### src/rtl/rr_collect_pkg.sv
// Shared types and constants for the 32-way round-robin request collector.
package rr_collect_pkg;

   localparam int REQ_NB = 32;
   localparam int IDX_W  = $clog2(REQ_NB);
   localparam int DATA_W = 10;

   typedef struct packed {
      logic [IDX_W-1:0]  idx;
      logic [DATA_W-1:0] data;
   } fifo_entry_t;

   // Isolates the least significant set bit of a request-wide vector.
   function automatic logic [REQ_NB-1:0] lowest_set(input logic [REQ_NB-1:0] v);
      return v & (~v + REQ_NB'(1));
   endfunction

endpackage

### src/rtl/rr_collect_fifo.sv
// Circular FIFO with wrap-around pointers and an occupancy count output.
// Push while full and pop while empty are ignored.
module rr_collect_fifo #(
   parameter int WIDTH = 15,
   parameter int DEPTH = 2,
   localparam int CNT_W = $clog2(DEPTH + 1),
   localparam int PTR_W = $clog2(DEPTH)
) (
   input  logic             clk_i,
   input  logic             rst_i,
   input  logic             push_i,
   input  logic [WIDTH-1:0] push_data_i,
   input  logic             pop_i,
   output logic [WIDTH-1:0] pop_data_o,
   output logic [CNT_W-1:0] cnt_o
);

   localparam logic [CNT_W-1:0] FULL_C = CNT_W'(DEPTH);
   localparam logic [PTR_W-1:0] LAST_C = PTR_W'(DEPTH - 1);

   logic [WIDTH-1:0] mem_q [DEPTH];
   logic [PTR_W-1:0] rd_ptr_q, rd_ptr_d, wr_ptr_q, wr_ptr_d;
   logic [CNT_W-1:0] cnt_q, cnt_d;
   logic             push_ok_s, pop_ok_s;

   function automatic logic [PTR_W-1:0] ptr_inc(input logic [PTR_W-1:0] p);
      if (p == LAST_C) begin
         return {PTR_W{1'b0}};
      end else begin
         return p + PTR_W'(1);
      end
   endfunction

   assign push_ok_s  = push_i & (cnt_q != FULL_C);
   assign pop_ok_s   = pop_i & (cnt_q != {CNT_W{1'b0}});
   assign pop_data_o = mem_q[rd_ptr_q];
   assign cnt_o      = cnt_q;

   // Next pointer and count values.
   always_comb begin
      rd_ptr_d = rd_ptr_q;
      wr_ptr_d = wr_ptr_q;
      cnt_d    = cnt_q;
      if (push_ok_s) begin
         wr_ptr_d = ptr_inc(wr_ptr_q);
      end else begin
         wr_ptr_d = wr_ptr_q;
      end
      if (pop_ok_s) begin
         rd_ptr_d = ptr_inc(rd_ptr_q);
      end else begin
         rd_ptr_d = rd_ptr_q;
      end
      case ({push_ok_s, pop_ok_s})
         2'b10:   cnt_d = cnt_q + CNT_W'(1);
         2'b01:   cnt_d = cnt_q - CNT_W'(1);
         default: cnt_d = cnt_q;
      endcase
   end

   // Pointer and count registers.
   always_ff @(posedge clk_i or posedge rst_i) begin
      if (rst_i) begin
         rd_ptr_q <= {PTR_W{1'b0}};
         wr_ptr_q <= {PTR_W{1'b0}};
         cnt_q    <= {CNT_W{1'b0}};
      end else begin
         rd_ptr_q <= rd_ptr_d;
         wr_ptr_q <= wr_ptr_d;
         cnt_q    <= cnt_d;
      end
   end

   // Storage array; contents are meaningless while the count is zero.
   always_ff @(posedge clk_i) begin
      if (push_ok_s) begin
         mem_q[wr_ptr_q] <= push_data_i;
      end
   end

endmodule

### src/rtl/rr_req_collector_32.sv
// Requester side of the 32-way round-robin arbiter: per-lane holding registers,
// request generation, grant consumption and output FIFO. Optional: RR_COLLECT_ERR_CHK_EN.
module rr_req_collector_32
   import rr_collect_pkg::*;
#(
   parameter int OUT_DEPTH = 2
) (
   input  logic                     clk_i,
   input  logic                     rst_i,
   input  logic [REQ_NB-1:0]        lane_valid_i,
   input  logic [REQ_NB*DATA_W-1:0] lane_data_i,
   output logic [REQ_NB-1:0]        lane_ready_o,
   output logic [REQ_NB-1:0]        req_o,
   input  logic [REQ_NB-1:0]        grant_i,
   output logic                     out_valid_o,
   output logic [DATA_W-1:0]        out_data_o,
   output logic [IDX_W-1:0]         out_idx_o,
   input  logic                     out_ready_i,
   output logic                     err_o
);

   localparam int CNT_W = $clog2(OUT_DEPTH + 1);
   localparam logic [CNT_W-1:0] DEPTH_C = CNT_W'(OUT_DEPTH);

   logic [REQ_NB-1:0] pend_q, pend_d;
   logic [DATA_W-1:0] hold_q [REQ_NB];
   logic [REQ_NB-1:0] capture_s, g_s, sel_s;
   logic [IDX_W-1:0]  sel_idx_s;
   logic [CNT_W-1:0]  cnt_s;
   logic              space_s, accept_s, pop_s;
   fifo_entry_t       push_entry_s, head_entry_s;

   // Requests come only from registers so the arbiter loop never closes back onto req_o.
   assign space_s      = (cnt_s < DEPTH_C);
   assign req_o        = pend_q & {REQ_NB{space_s}};
   assign lane_ready_o = ~pend_q;
   assign capture_s    = lane_valid_i & ~pend_q;
   assign g_s          = grant_i & req_o;

`ifdef RR_COLLECT_ERR_CHK_EN
   logic err_q, err_d;
   logic multi_s, stray_s, g_onehot_s;

   assign multi_s    = |(grant_i & (grant_i - REQ_NB'(1)));
   assign stray_s    = |(grant_i & ~req_o);
   assign g_onehot_s = (g_s != {REQ_NB{1'b0}}) && ((g_s & (g_s - REQ_NB'(1))) == {REQ_NB{1'b0}});
   assign sel_s      = g_onehot_s ? g_s : {REQ_NB{1'b0}};
   assign err_o      = err_q;

   // Sticky protocol error; only reset clears it.
   always_comb begin
      err_d = err_q;
      if (multi_s || stray_s) begin
         err_d = 1'b1;
      end else begin
         err_d = err_q;
      end
   end

   // Error flag register.
   always_ff @(posedge clk_i or posedge rst_i) begin
      if (rst_i) begin
         err_q <= 1'b0;
      end else begin
         err_q <= err_d;
      end
   end
`else
   assign sel_s = lowest_set(g_s);
   assign err_o = 1'b0;
`endif

   assign accept_s = |sel_s;

   // One-hot to binary encode of the accepted grant.
   always_comb begin
      sel_idx_s = {IDX_W{1'b0}};
      for (int k = 0; k < REQ_NB; k++) begin
         if (sel_s[k]) begin
            sel_idx_s = sel_idx_s | IDX_W'(k);
         end else begin
            sel_idx_s = sel_idx_s;
         end
      end
   end

   // Pending flags: capture sets, accepted grant clears (never both on one lane).
   always_comb begin
      pend_d = pend_q;
      for (int k = 0; k < REQ_NB; k++) begin
         if (capture_s[k]) begin
            pend_d[k] = 1'b1;
         end else if (sel_s[k]) begin
            pend_d[k] = 1'b0;
         end else begin
            pend_d[k] = pend_q[k];
         end
      end
   end

   // Pending flag and holding registers.
   always_ff @(posedge clk_i or posedge rst_i) begin
      if (rst_i) begin
         pend_q <= {REQ_NB{1'b0}};
         for (int k = 0; k < REQ_NB; k++) begin
            hold_q[k] <= {DATA_W{1'b0}};
         end
      end else begin
         pend_q <= pend_d;
         for (int k = 0; k < REQ_NB; k++) begin
            if (capture_s[k]) begin
               hold_q[k] <= lane_data_i[k*DATA_W +: DATA_W];
            end
         end
      end
   end

   assign push_entry_s.idx  = sel_idx_s;
   assign push_entry_s.data = hold_q[sel_idx_s];
   assign out_valid_o       = (cnt_s != {CNT_W{1'b0}});
   assign pop_s             = out_valid_o & out_ready_i;
   assign out_data_o        = head_entry_s.data;
   assign out_idx_o         = head_entry_s.idx;

   rr_collect_fifo #(
      .WIDTH ($bits(fifo_entry_t)),
      .DEPTH (OUT_DEPTH)
   ) u_fifo (
      .clk_i       (clk_i),
      .rst_i       (rst_i),
      .push_i      (accept_s),
      .push_data_i (push_entry_s),
      .pop_i       (pop_s),
      .pop_data_o  (head_entry_s),
      .cnt_o       (cnt_s)
   );

endmodule

### config.mk
export PLATFORM = sky130hd
export DESIGN_NAME = rr_req_collector_32
export DESIGN_NICKNAME = d
export VERILOG_FILES = /design/src/rtl/rr_collect_pkg.sv /design/src/rtl/rr_collect_fifo.sv /design/src/rtl/rr_req_collector_32.sv
export SDC_FILE = /design/constraint.sdc
export NUM_CORES = 1
export LEC_CHECK = 0
export ABC_AREA = 1
export CAP_MARGIN = 20
export CORE_MARGIN = 5
export CORE_UTILIZATION = 40
export CTS_CLUSTER_SIZE = 40
export DETAILED_ROUTE_END_ITERATION = 8
export DONT_BUFFER_PORTS = 1
export PLACE_DENSITY_LB_ADDON = 0.25
export SYNTH_ARGS = -nofsm -noshare
export SYNTH_HDL_FRONTEND = slang
export SYNTH_HIERARCHICAL = 1
export SYNTH_SLANG_ARGS = --single-unit
### constraint.sdc
create_clock -name clk_i -period 14.1 [get_ports clk_i]
set_input_delay 2.82 -clock clk_i [delete_from_list [all_inputs] [get_ports clk_i]]
set_output_delay 2.82 -clock clk_i [all_outputs]
set_load 0.01 [all_outputs]
==> results.json <==
{
  "status": "finished clean",
  "nNetsFinal": 2433,
  "synth_area_mm2": 0.0191,
  "start_kind": "input port",
  "io_pins": 468,
  "finalCritPeriodShare_pct": 46.3,
  "switching_share_pct": 46.3,
  "finalHoldViolCount": 0,
  "placed_cell_area_mm2": 0.0195,
  "drc_errors": 0,
  "cts_buffer_depth": 3,
  "die_h_um": 229,
  "timing.slew.headroom_pct": 19.1,
  "placeableCoreArea_mm2": 0.0475,
  "fin_area_mm2": 0.0209,
  "crit_top_cell": "nand3_1",
  "rsz0062_at_grt": "false",
  "antenna_found_initial": 21,
  "required_ns": 14.41,
  "initial_core_util_pct": 40.2,
  "tns_ns": 0,
  "ctsHtreeMaxLevel": 2,
  "grt_max_degree": 186,
  "p_leak_nw": 10.0,
  "crit_type": "in -> reg",
  "grt_first_pass_wirelength_mm": 108,
  "r2r_setup_slack_ns": 8.46,
  "ys_top_cells_by_area": "dfrtp_1, mux2_2, nand3_1",
  "p_int_mw": 3.36,
  "synthArstFlopShare_pct": 92.2,
  "worst_pin_slew_ns": 1.21,
  "postSynthNetCount": 2492,
  "drive_gt1_share_pct": 16.9,
  "ys_seq_area_share_pct": 51.3,
  "cts_tree": "built",
  "clkLatencyLatePin_ns": 0.57,
  "route.vias.total": 15400,
  "arrival_ns": 6.84,
  "track_usage_pct": 27.3,
  "max_freq_mhz": 153,
  "area_growth_syn_to_layout_pct": 9.55,
  "yosysWarnings": 6,
  "hold_path_depth": 2,
  "pwr_density_cell_mw_per_mm2": 299,
  "first_iter_violations": 1398,
  "setup-violations-final": 0,
  "cts_sinks": 386,
  "synth_largest_area_cell": "dfrtp_1",
  "hp-class": "reg -> reg",
  "p_comb_share_pct": 50.6,
  "finClkSkew_ns": 0.0179,
  "seqCellArea_mm2": 0.00981,
  "synth_edf_count": 30,
  "gp_congestion": 0.893,
  "worst_r2r_endpoint": "u_fifo/mem_q[1][3]$_DFFE_PP_",
  "ant_nets": 0,
  "worst_path_max_delay_cell": "nand3_4",
  "reg2reg_depth": 19,
  "endpoint": "u_fifo/mem_q[1][3]$_DFFE_PP_",
  "hold_buffers": 0,
  "clkSlewWorstSetupHoldPaths_ns": 0.06,
  "path_buf_inv": 3,
  "yosysTopAreaCellShare_pct": 46.6,
  "crit_start": "grant_i[1]",
  "max_cap_violations": 0,
  "power_frac_seq_pct": 31.3,
  "cp_num_cells": 17,
  "routedWlPerCell_um": 27.2,
  "worstPathMaxFanout": 60,
  "synthFlopType": "dfrtp_1",
  "multi_input_comb_area_mm2": 0.00809,
  "placed_cells": 2612,
  "drt-pass1-iter-count": 5,
  "cts_root_buffer": "clkbuf_16",
  "r2r-start": "u_fifo/cnt_o[1]$_DFFE_PP0P_",
  "port_buffers": 0,
  "finalMaxSlewViolations": 0,
  "ys_seq_elements": 386,
  "placementRows": 80,
  "die_area_mm2": 0.0522,
  "fin_crit_ns": 6.53,
  "avgSynthCellArea_um2": 9.08,
  "cts_setup_buffers": 0,
  "dp_hpwl_mm": 54.2,
  "avgViaCountPerCell": 5.72,
  "crit_path_end_kind": "flip-flop",
  "crit_path_cell_trace": "nand3_1 > nand2_1 > nor2_1 > nand2_1 > nor2_4 > nand3_1 > nand2_1 > nor2_4 > buf_4 > nand3_4 > inv_2 > buf_4 > nand3_1 > nand3_1 > nand3_1 > nand3_1 > nand2_1",
  "wl_mm": 73.3,
  "switching_power_mw": 2.90,
  "first_global_vias": 15700,
  "grt_overflow": 0,
  "post_cts_resized": 0,
  "cts_buffers": 45,
  "ys_types": 32,
  "syn_inst": 2104,
  "fin_cells": 2700,
  "fillCellCount": 4686,
  "peakVddDrop_mv": 0.160,
  "max_stage_delay_ns": 0.65,
  "die_x_um": 229,
  "crit_family": "simple AND/OR/NAND/NOR gates",
  "p_clk_share_pct": 18.1
}
-- flip-flops by register name, indices dropped and copies added (netlist names) --
register,flops
hold_q,320
u_fifo/wr_ptr_q,1
u_fifo/mem_q,30
u_fifo/rd_ptr_q,1
pend_q,32
u_fifo/cnt_o,2
-- cell usage after synthesis, types with 2 or more instances --
cell type and instances:
edfxtp_1 30, buf_6 7, nand4_1 47, buf_4 12, buf_2 43, nor2_2 5, dfrtp_1 356, nand3b_1 2
nand2_1 401, nor3_1 11, inv_2 2, mux2_2 240, inv_1 174, nand2_2 2, o21ai_2 4, nand3_1 428
clkbuf_1 60, o21ai_0 29, buf_1 3, nor2_1 155, a21oi_1 82
-- power groups by stage --
stage               Clock, mW  Combinational [mW]  Sequential, mW
CTS                      1.15                3.18            1.97
global route             1.20                3.48            2.01
floorplan                   0                2.25            1.88
finish                   1.13                3.17            1.96
detailed placement          0                3.17            1.98
global placement            0                3.14            1.97
-- kinds of logic (layout without fill, tap and decap cells) --
| group | after synthesis | after routing | synth area share (%) |
|---|---|---|---|
| compound gates | 119 | 119 | 3.25 |
| xor+xnor | 1 | 1 | 0.0458 |
| fa+ha+maj | 1 | 1 | 0.0655 |
| buf+inv | 301 | 277 | 6.70 |
| flops | 386 | 386 | 51.3 |
| mux | 240 | 240 | 14.1 |
| other cells | 1 | 6 | 0.0196 |
| simple gates | 1055 | 1055 | 24.4 |
-- cell usage in the layout (no fill, tap or decap), types with 4 or more instances in the layout --
master	count
nand3_1	428
nand2_1	401
dfrtp_1	355
mux2_2	240
inv_1	172
nor2_1	150
a21oi_1	82
nand4_1	47
clkbuf_16	47
edfxtp_1	30
o21ai_0	29
buf_4	16
clkbuf_1	15
clkinv_2	11
nor3_1	10
nor2_4	8
diode_2	5
clkbuf_8	4
o21ai_2	4
-- worst min path at each step --
stage	slack (ns)	start	end
after detailed placement	0.46	u_fifo/wr_ptr_q$_DFFE_PP0P_	u_fifo/wr_ptr_q$_DFFE_PP0P_
after global routing	0.51	u_fifo/wr_ptr_q$_DFFE_PP0P_	u_fifo/wr_ptr_q$_DFFE_PP0P_
final	0.48	u_fifo/wr_ptr_q$_DFFE_PP0P_	u_fifo/wr_ptr_q$_DFFE_PP0P_
after floorplan	0.44	pend_q[21]$_DFFE_PP0P_	pend_q[21]$_DFFE_PP0P_
after CTS	0.48	u_fifo/wr_ptr_q$_DFFE_PP0P_	u_fifo/wr_ptr_q$_DFFE_PP0P_
after global placement	0.46	u_fifo/wr_ptr_q$_DFFE_PP0P_	u_fifo/wr_ptr_q$_DFFE_PP0P_
-- layout make-up --
class                   count  share of cell area [%]
repair buffers             19                   0.896
flip-flops and latches    386                    46.9
diodes                      5                  0.0598
multi-input cells        1417                    38.6
clock buffers              66                    6.15
well taps                 615                    3.68
inverters                 176                    3.19
clock inverters            16                   0.550
-- layer usage --
layer	wire length, um	up-vias	global-route usage (%)
met5	182	-	0
met4	2100	28	7.47
met3	6410	117	7.73
met2	35500	711	46.1
met1	29100	7652	34.7
li1	-	6936	-
-- metrics by stage --
| stage | util [%] | hold slack [ns] | setup WS [ns] | power [mW] |
|---|---|---|---|---|
| after floorplan | - | 0.442 | 1.52 | 4.13 |
| after global placement | 41.0 | 0.458 | 7.05 | 5.11 |
| after detailed placement | 41.0 | 0.462 | 7.04 | 5.15 |
| after CTS | 44.0 | 0.477 | 7.64 | 6.30 |
| after global routing | 44.0 | 0.514 | 7.33 | 6.69 |
| final | 44.0 | 0.475 | 7.57 | 6.26 |
-- tightest hold or removal path: stages, from the launching register on --
cell,delay (ns)
dfrtp_1,0.35
nand2_1,0.05
nand2_1,0.05
No activity file was read; power rests on OpenSTA's default activity.
